--- config.mk ---
export PLATFORM = sky130hd
export DESIGN_NAME = ariane_boot_seq
export DESIGN_NICKNAME = d
export VERILOG_FILES = /design/src/rtl/ariane_boot_seq.sv
export SDC_FILE = /design/constraint.sdc
export NUM_CORES = 1
export LEC_CHECK = 0
export CAP_MARGIN = 10
export CELL_PAD_IN_SITES_DETAIL_PLACEMENT = 1
export CELL_PAD_IN_SITES_GLOBAL_PLACEMENT = 2
export CORE_MARGIN = 1.5
export CORE_UTILIZATION = 38
export DETAILED_ROUTE_END_ITERATION = 10
export PLACE_DENSITY = 0.88
export RECOVER_POWER = 100
export SYNTH_ARGS = -nofsm -noshare
export SYNTH_HDL_FRONTEND = slang
export SYNTH_SLANG_ARGS = --single-unit
--- constraint.sdc ---
create_clock -name clk_i -period 3.3 [get_ports clk_i]
set_clock_uncertainty 0.15 [all_clocks]
set_input_delay 0.66 -clock clk_i [delete_from_list [all_inputs] [get_ports clk_i]]
set_output_delay 0.66 -clock clk_i [all_outputs]
set_load 0.05 [all_outputs]
--- src/rtl/ariane_boot_seq.sv ---
// -----------------------------------------------------------------------------
// ariane_boot_seq
//
// Reset / wake-up sequencer for one Ariane tile. Holds the core in reset while
// the tile SRAMs initialise, optionally waits for the L1.5 wake-up interrupt,
// and services debug-module non-debug resets (ndmreset) once the core runs.
//
// Optional feature macro: ARIANE_BOOT_WAKEUP_INT_EN
//   defined   -> WAKE state and wake_i / wake_seen logic are built; the core is
//                released only after the SRAM-init wait AND a wake-up interrupt.
//   undefined -> wake_i is unused, WAKE is unreachable, INIT goes straight to
//                RUN after InitCycles cycles (legacy fixed-delay behaviour).
//
// Ports
//   clk_i           core clock
//   rst_i           asynchronous, active-high reset
//   wake_i          one-cycle pulse: L1.5 delivered a valid wake-up interrupt
//   ndmreset_req_i  level request from the debug module to reset the core
//   core_rst_no     active-low core reset, registered, to the reset synchronizer
//   boot_done_o     one-cycle pulse on every entry to RUN
//   state_o         current state: INIT=0, WAKE=1, RUN=2, HOLD=3
// -----------------------------------------------------------------------------
module ariane_boot_seq #(
  parameter int unsigned InitCycles    = 128,
  parameter int unsigned RstHoldCycles = 16,
  parameter int unsigned CntWidth      = 16
) (
  input  logic       clk_i,
  input  logic       rst_i,
  input  logic       wake_i,
  input  logic       ndmreset_req_i,
  output logic       core_rst_no,
  output logic       boot_done_o,
  output logic [1:0] state_o
);

  // Encoding is observable on state_o, so it is fixed.
  localparam logic [1:0] ST_INIT = 2'd0;
  localparam logic [1:0] ST_WAKE = 2'd1;
  localparam logic [1:0] ST_RUN  = 2'd2;
  localparam logic [1:0] ST_HOLD = 2'd3;

  // Terminal counts; the counter stops here instead of wrapping.
  localparam logic [CntWidth-1:0] INIT_LAST = CntWidth'(InitCycles - 1);
  localparam logic [CntWidth-1:0] HOLD_LAST = CntWidth'(RstHoldCycles - 1);

  logic [1:0]          state_q, state_d;
  logic [CntWidth-1:0] cnt_q, cnt_d;
  logic                core_rst_nq, core_rst_nd;
  logic                boot_done_q, boot_done_d;

`ifdef ARIANE_BOOT_WAKEUP_INT_EN
  logic wake_seen_q, wake_seen_d;
`else
  // wake_i has no function in the legacy build.
  logic unused_wake;
  assign unused_wake = wake_i;
`endif

  // NOTE: every always_comb output gets a default first so no path through the
  // case statement leaves it unassigned, which would infer a latch.
  always_comb begin
    state_d = state_q;
    cnt_d   = cnt_q;
`ifdef ARIANE_BOOT_WAKEUP_INT_EN
    wake_seen_d = wake_seen_q;
`endif

    case (state_q)
      ST_INIT: begin
`ifdef ARIANE_BOOT_WAKEUP_INT_EN
        wake_seen_d = wake_seen_q | wake_i;
`endif
        if (cnt_q == INIT_LAST) begin
          cnt_d = '0;
`ifdef ARIANE_BOOT_WAKEUP_INT_EN
          // A wake-up landing in the last INIT cycle still counts as seen.
          state_d = (wake_seen_q | wake_i) ? ST_RUN : ST_WAKE;
`else
          state_d = ST_RUN;
`endif
        end else begin
          cnt_d = cnt_q + 1'b1;
        end
      end

      ST_WAKE: begin
`ifdef ARIANE_BOOT_WAKEUP_INT_EN
        if (wake_i) state_d = ST_RUN;
`else
        // Unreachable without the feature; recover through a full INIT.
        state_d = ST_INIT;
`endif
      end

      ST_RUN: begin
        if (ndmreset_req_i) begin
          state_d = ST_HOLD;
          cnt_d   = '0;
        end
      end

      ST_HOLD: begin
        // SRAMs are already initialised, so HOLD only ever returns to RUN.
        if (cnt_q == HOLD_LAST) begin
          if (!ndmreset_req_i) state_d = ST_RUN;
        end else begin
          cnt_d = cnt_q + 1'b1;
        end
      end

      default: state_d = ST_INIT;
    endcase

`ifdef ARIANE_BOOT_WAKEUP_INT_EN
    if (state_d == ST_RUN) wake_seen_d = 1'b0;
`endif
  end

  // Output flops are loaded from the next state, so they change on the same
  // edge as state_q and core_rst_no==1 exactly while state_q==RUN.
  assign core_rst_nd = (state_d == ST_RUN);
  assign boot_done_d = (state_d == ST_RUN) && (state_q != ST_RUN);

  // NOTE: sequential state uses non-blocking assignments so every flop samples
  // pre-edge values, independent of statement order.
  always_ff @(posedge clk_i or posedge rst_i) begin
    if (rst_i) begin
      state_q     <= ST_INIT;
      cnt_q       <= '0;
      core_rst_nq <= 1'b0;
      boot_done_q <= 1'b0;
    end else begin
      state_q     <= state_d;
      cnt_q       <= cnt_d;
      core_rst_nq <= core_rst_nd;
      boot_done_q <= boot_done_d;
    end
  end

`ifdef ARIANE_BOOT_WAKEUP_INT_EN
  always_ff @(posedge clk_i or posedge rst_i) begin
    if (rst_i) wake_seen_q <= 1'b0;
    else       wake_seen_q <= wake_seen_d;
  end
`endif

  assign core_rst_no = core_rst_nq;
  assign boot_done_o = boot_done_q;
  assign state_o     = state_q;

endmodule
## After elaboration in Yosys (flattened, before gate mapping)

Index checks and enable logic that the tools add are counted.

- Add/sub/neg operators: 1
- Eq/ne operators: 9
- Muxes and demuxes: 9
- Reductions and logical operators: 4

Operator list:

| kind | number |
|---|---|
| $mux 16 | 3 |
| $pmux 16 s3 | 1 |
| $add 16x1->16 const B | 1 |
| $eq 16x4->1 const B | 1 |
| $eq 16x7->1 const B | 1 |
| $mux 2 | 4 |
| $pmux 2 s4 | 1 |
| $eq 2x2->1 const B | 3 |
| $ne 2x2->1 const B | 3 |
| $reduce_and 3->1 | 1 |
| $reduce_bool 3->1 | 1 |
| $eq 2x1->1 const B | 1 |
| $logic_not 2->1 | 1 |
| $logic_and 1x1->1 | 1 |

- Register bits after elaboration: 20
- Input port bits: 4
- Output and inout port bits: 4
- Word-level logic and storage cells: 27

## Logic depth before layout (Yosys ltp)

- Depth in word-level cells: 5
- Mapped depth: 7
- Gate-level depth less buffers: 6

## Worst setup path before layout

OpenSTA, ideal clock, no wires.

- Path kind: reg-to-reg
- From: register state_q[0], in the netlist state_o[0]
- To: register cnt_q[15]
- Setup time: 0.077 ns
- Arrival: 1.864 ns
- Data required time: 3.073 ns
- Setup slack: 1.209 ns
- Stages on the path, launching flop included: 7
- Path buffers: 1
- Clock period less this slack: 2.091 ns
- Cells stage by stage: dfrtp_1 buf_2 nand2_1 o21ai_2 o21ai_2 or4_1 a21oi_1

- Word-level cells in the longest chain between the ends: 3
- Elaborated cells on any way between the ends: 8
- Those cells by class: eq/ne (4); mux (1); reduce/logical (3)

RTL lines:

| element | line | text |
|---|---|---|
| start: declaration | 47 | `logic [1:0] state_q, state_d;` |
| start signal: assignment | 134 | `state_q <= state_d;` |
| $eq 2x2->1 / $logic_not 2->1 (equally long branches) | 69 | `case (state_q)` |
| $ne 2x2->1 (no source line) / $reduce_bool 3->1 (equally long branches) | n/a |  |
| $reduce_and 3->1 (no source line) | n/a |  |
| end signal: assignment | 135 | `cnt_q <= cnt_d;` |
| end: declaration | 48 | `logic [CntWidth-1:0] cnt_q, cnt_d;` |

Several ways; a longest one is shown, not always the timed one.
A chain may end at the register's enable or synchronous reset.

## Worst setup path in the final report

- From: input ndmreset_req_i
- To: register cnt_q[9]

- Word-level cells in the longest chain between the ends: 2

RTL lines:

| element | line | text |
|---|---|---|
| start: declaration | 31 | `input logic ndmreset_req_i,` |
| $ne 2x2->1 (no source line) | n/a |  |
| $reduce_and 3->1 (no source line) | n/a |  |

Every way passes these cells.

==> results.ini <==
[outcome]
status=finished clean

[power]
power_frac_comb=0.019
p_sw_mw=0.0845
p_leak_nw=0.493
power.density_nw_per_um2=312
internal_power_mw=0.289
vdd_drop_max_mv=0.158
clkPwrFrac=0.325
p_sw_frac=0.226
pwr-share-seq=0.655

[layout]
area_growth_pct=7.77
nFillCells=333
register_area_um2=500
multi_input_area_um2=557
drive_above_1_share=0.0620
final_cell_area_um2=1200
antenna_cells=0
nets=136

[setup_path]
cp_cell_sequence=dlygate4sd3_1, nor2b_1, o211ai_1, o21ai_2, nand2b_1, o22ai_1
max_stage_delay_ns=0.59
crit_slowest_cell=dlygate4sd3_1
worst-path-stages=6
endpoint_kind=flip-flop
cp.required_ns=3.34
path_class=in -> reg
cpLargestDelayFamily=compound AO/OA/AOI/OAI gates
reg2regPathDepth=5
arrival_ns=2.68
path_max_fanout=19
worstPathBufferInverterCount=1
startpoint_type=input port

[routing]
wl_mm=2.58
first_pass_iters=4
viasPerCell=6.01
ant_nets=0
drcViolationCount=0
wl_per_cell_um=16.1
dr_total_vias=962
first_iter_violations=14

[global_routing]
antenna_found_initial=0
grt_usage=0.183
grt_pass1_wl_mm=4.69
overflow=0
grt_max_degree=21
grt_pass1_vias=971

[placed_design]
port_buffers=6
place_area_um2=1190
dp_hpwl_mm=1.91
gp_congestion=0.731

[synth]
synth_flop_cell=dfrtp_1
synth_top_area_cell=dfrtp_1
synth_edf_count=0
async_flop_share=1.00
synthTopCellsByCount=20 x dfrtp_1, 15 x nand2_1, 12 x nor2_1, 9 x o21ai_0, 7 x a21oi_1
syn_inst=123
seq_area_frac_synth=0.450
synth-seq-cells=20
ys_top_cells_by_area=dfrtp_1 45%, nand2_1 5.1%, o21ai_0 4.1%
synth_cell_types=38
syn_area_per_cell_um2=9.03
yosysWarnings=0
synth_area_um2=1110
syn_nets=128
synth_top_area_share=0.450
yosysMostFrequentCell=dfrtp_1

[timing]
maxSlewViolCount=0
fmax_mhz=379
hold_viol=0
tightest_slew_ns=0.783
slew_headroom=0.477
min_period_ns=2.64
finalSetupViolations=0
setup_tns_ns=0
min_period_over_period=0.799
rsz0062_at_grt=false

[clock_tree]
post-cts-setup-buffers=0
cts.sinks=20
postCtsHoldBufs=0
cts_tree=done
clock-root-buffer=clkbuf_4
clk_path_buf_depth=2
clock_latency_ns=0.31
clk_pin_slew_ns=0.11
cts-resized-gates=0
numCtsBuffers=3
h-tree-depth=1

[floorplanning]
rows=19
die-width_um=57.1
ios=8
floorplan.initialDensity=0.403
core_area_um2=2760
die-area_um2=3260
die_y_um=57.1

[flow_run]
maxCapViolCount=0

[hold_path]
hold_class=reg -> reg
min_path_cells=1

-- metal layers --
| layer | part of all wire | up-vias | GRT usage | wire length, um |
|---|---|---|---|---|
| met2 | 0.47 | 10 | 0.302 | 1210 |
| met1 | 0.50 | 474 | 0.250 | 1280 |
| li1 | - | 473 | - | - |
| met5 | 0 | - | 0 | 0 |
| met3 | 0.017 | 5 | 0.0204 | 44 |
| met4 | 0.016 | 0 | 0.0598 | 40 |
-- flip-flops by register name, summed over array words and instances (netlist names) --
signal,flops
boot_done_o,1
cnt_q,16
core_rst_no,1
state_o,2
-- power groups by stage --
stage | clock network (mW) | logic (mW) | registers (mW)
floorplan | 0 | 0.00369 | 0.250
global placement | 0 | 0.00810 | 0.250
detailed placement | 0 | 0.00830 | 0.250
CTS | 0.126 | 0.00834 | 0.245
global route | 0.131 | 0.00868 | 0.245
finish | 0.122 | 0.00717 | 0.245
-- cell usage in the layout, fill, tap and decap left out, drive strengths merged, types with 3 or more instances in the layout --
cell type and n:
dfrtp 20, nand2 15, nor2 12, o21ai 11, a21oi 7, nand3 6
dlygate4sd3 6, inv 5, nor3 4, xor2 4, nand4 3, o31ai 3
or4 3, clkbuf 3
-- cells by family (layout without fill, tap and decap cells) --
family / after synthesis / in the layout / synth area share
AND/OR/NAND/NOR: 56 / 56 / 0.269
AO/OA/AOI/OAI: 34 / 34 / 0.199
flip-flops: 20 / 20 / 0.450
buffers and inverters: 8 / 14 / 0.0383
XOR/XNOR: 4 / 4 / 0.0315
adder cells (fa/ha/maj): 1 / 1 / 0.0113
-- area by class of cell --
class,count,area share
well taps,31,0.0324
multi-input cells,95,0.465
flip-flops and latches,20,0.418
repair buffers,6,0.0502
inverters,5,0.0157
clock buffers,3,0.0188
-- metrics by stage --
step / hold WS, ns / instances / setup slack (ns) / utilization / total power, mW
3_3_place_gp: 0.350 / 157 / 0.473 / 0.430 / 0.258
4_1_cts: 0.402 / 160 / 0.732 / 0.438 / 0.380
3_5_place_dp: 0.383 / 157 / 0.464 / 0.430 / 0.258
6_report: 0.397 / 160 / 0.664 / 0.434 / 0.374
5_1_grt: 0.434 / 160 / 0.469 / 0.434 / 0.385
2_1_floorplan: 0.323 / 123 / 1.21 / - / 0.253
-- worst paths after layout --
| path | start | end | slack (ns) |
|---|---|---|---|
| max in group asynchronous | rst_i | cnt_q[2] | 1.74 |
| setup / recovery | ndmreset_req_i | cnt_q[9] | 0.66 |
| hold / removal | cnt_q[0] | cnt_q[0] | 0.40 |
| min in group asynchronous | rst_i | cnt_q[10] | 0.77 |
| hold reg to reg | cnt_q[0] | cnt_q[0] | 0.40 |
| setup reg to reg | cnt_q[11] | cnt_q[9] | 0.94 |
Power figures use the tool's default switching activity.
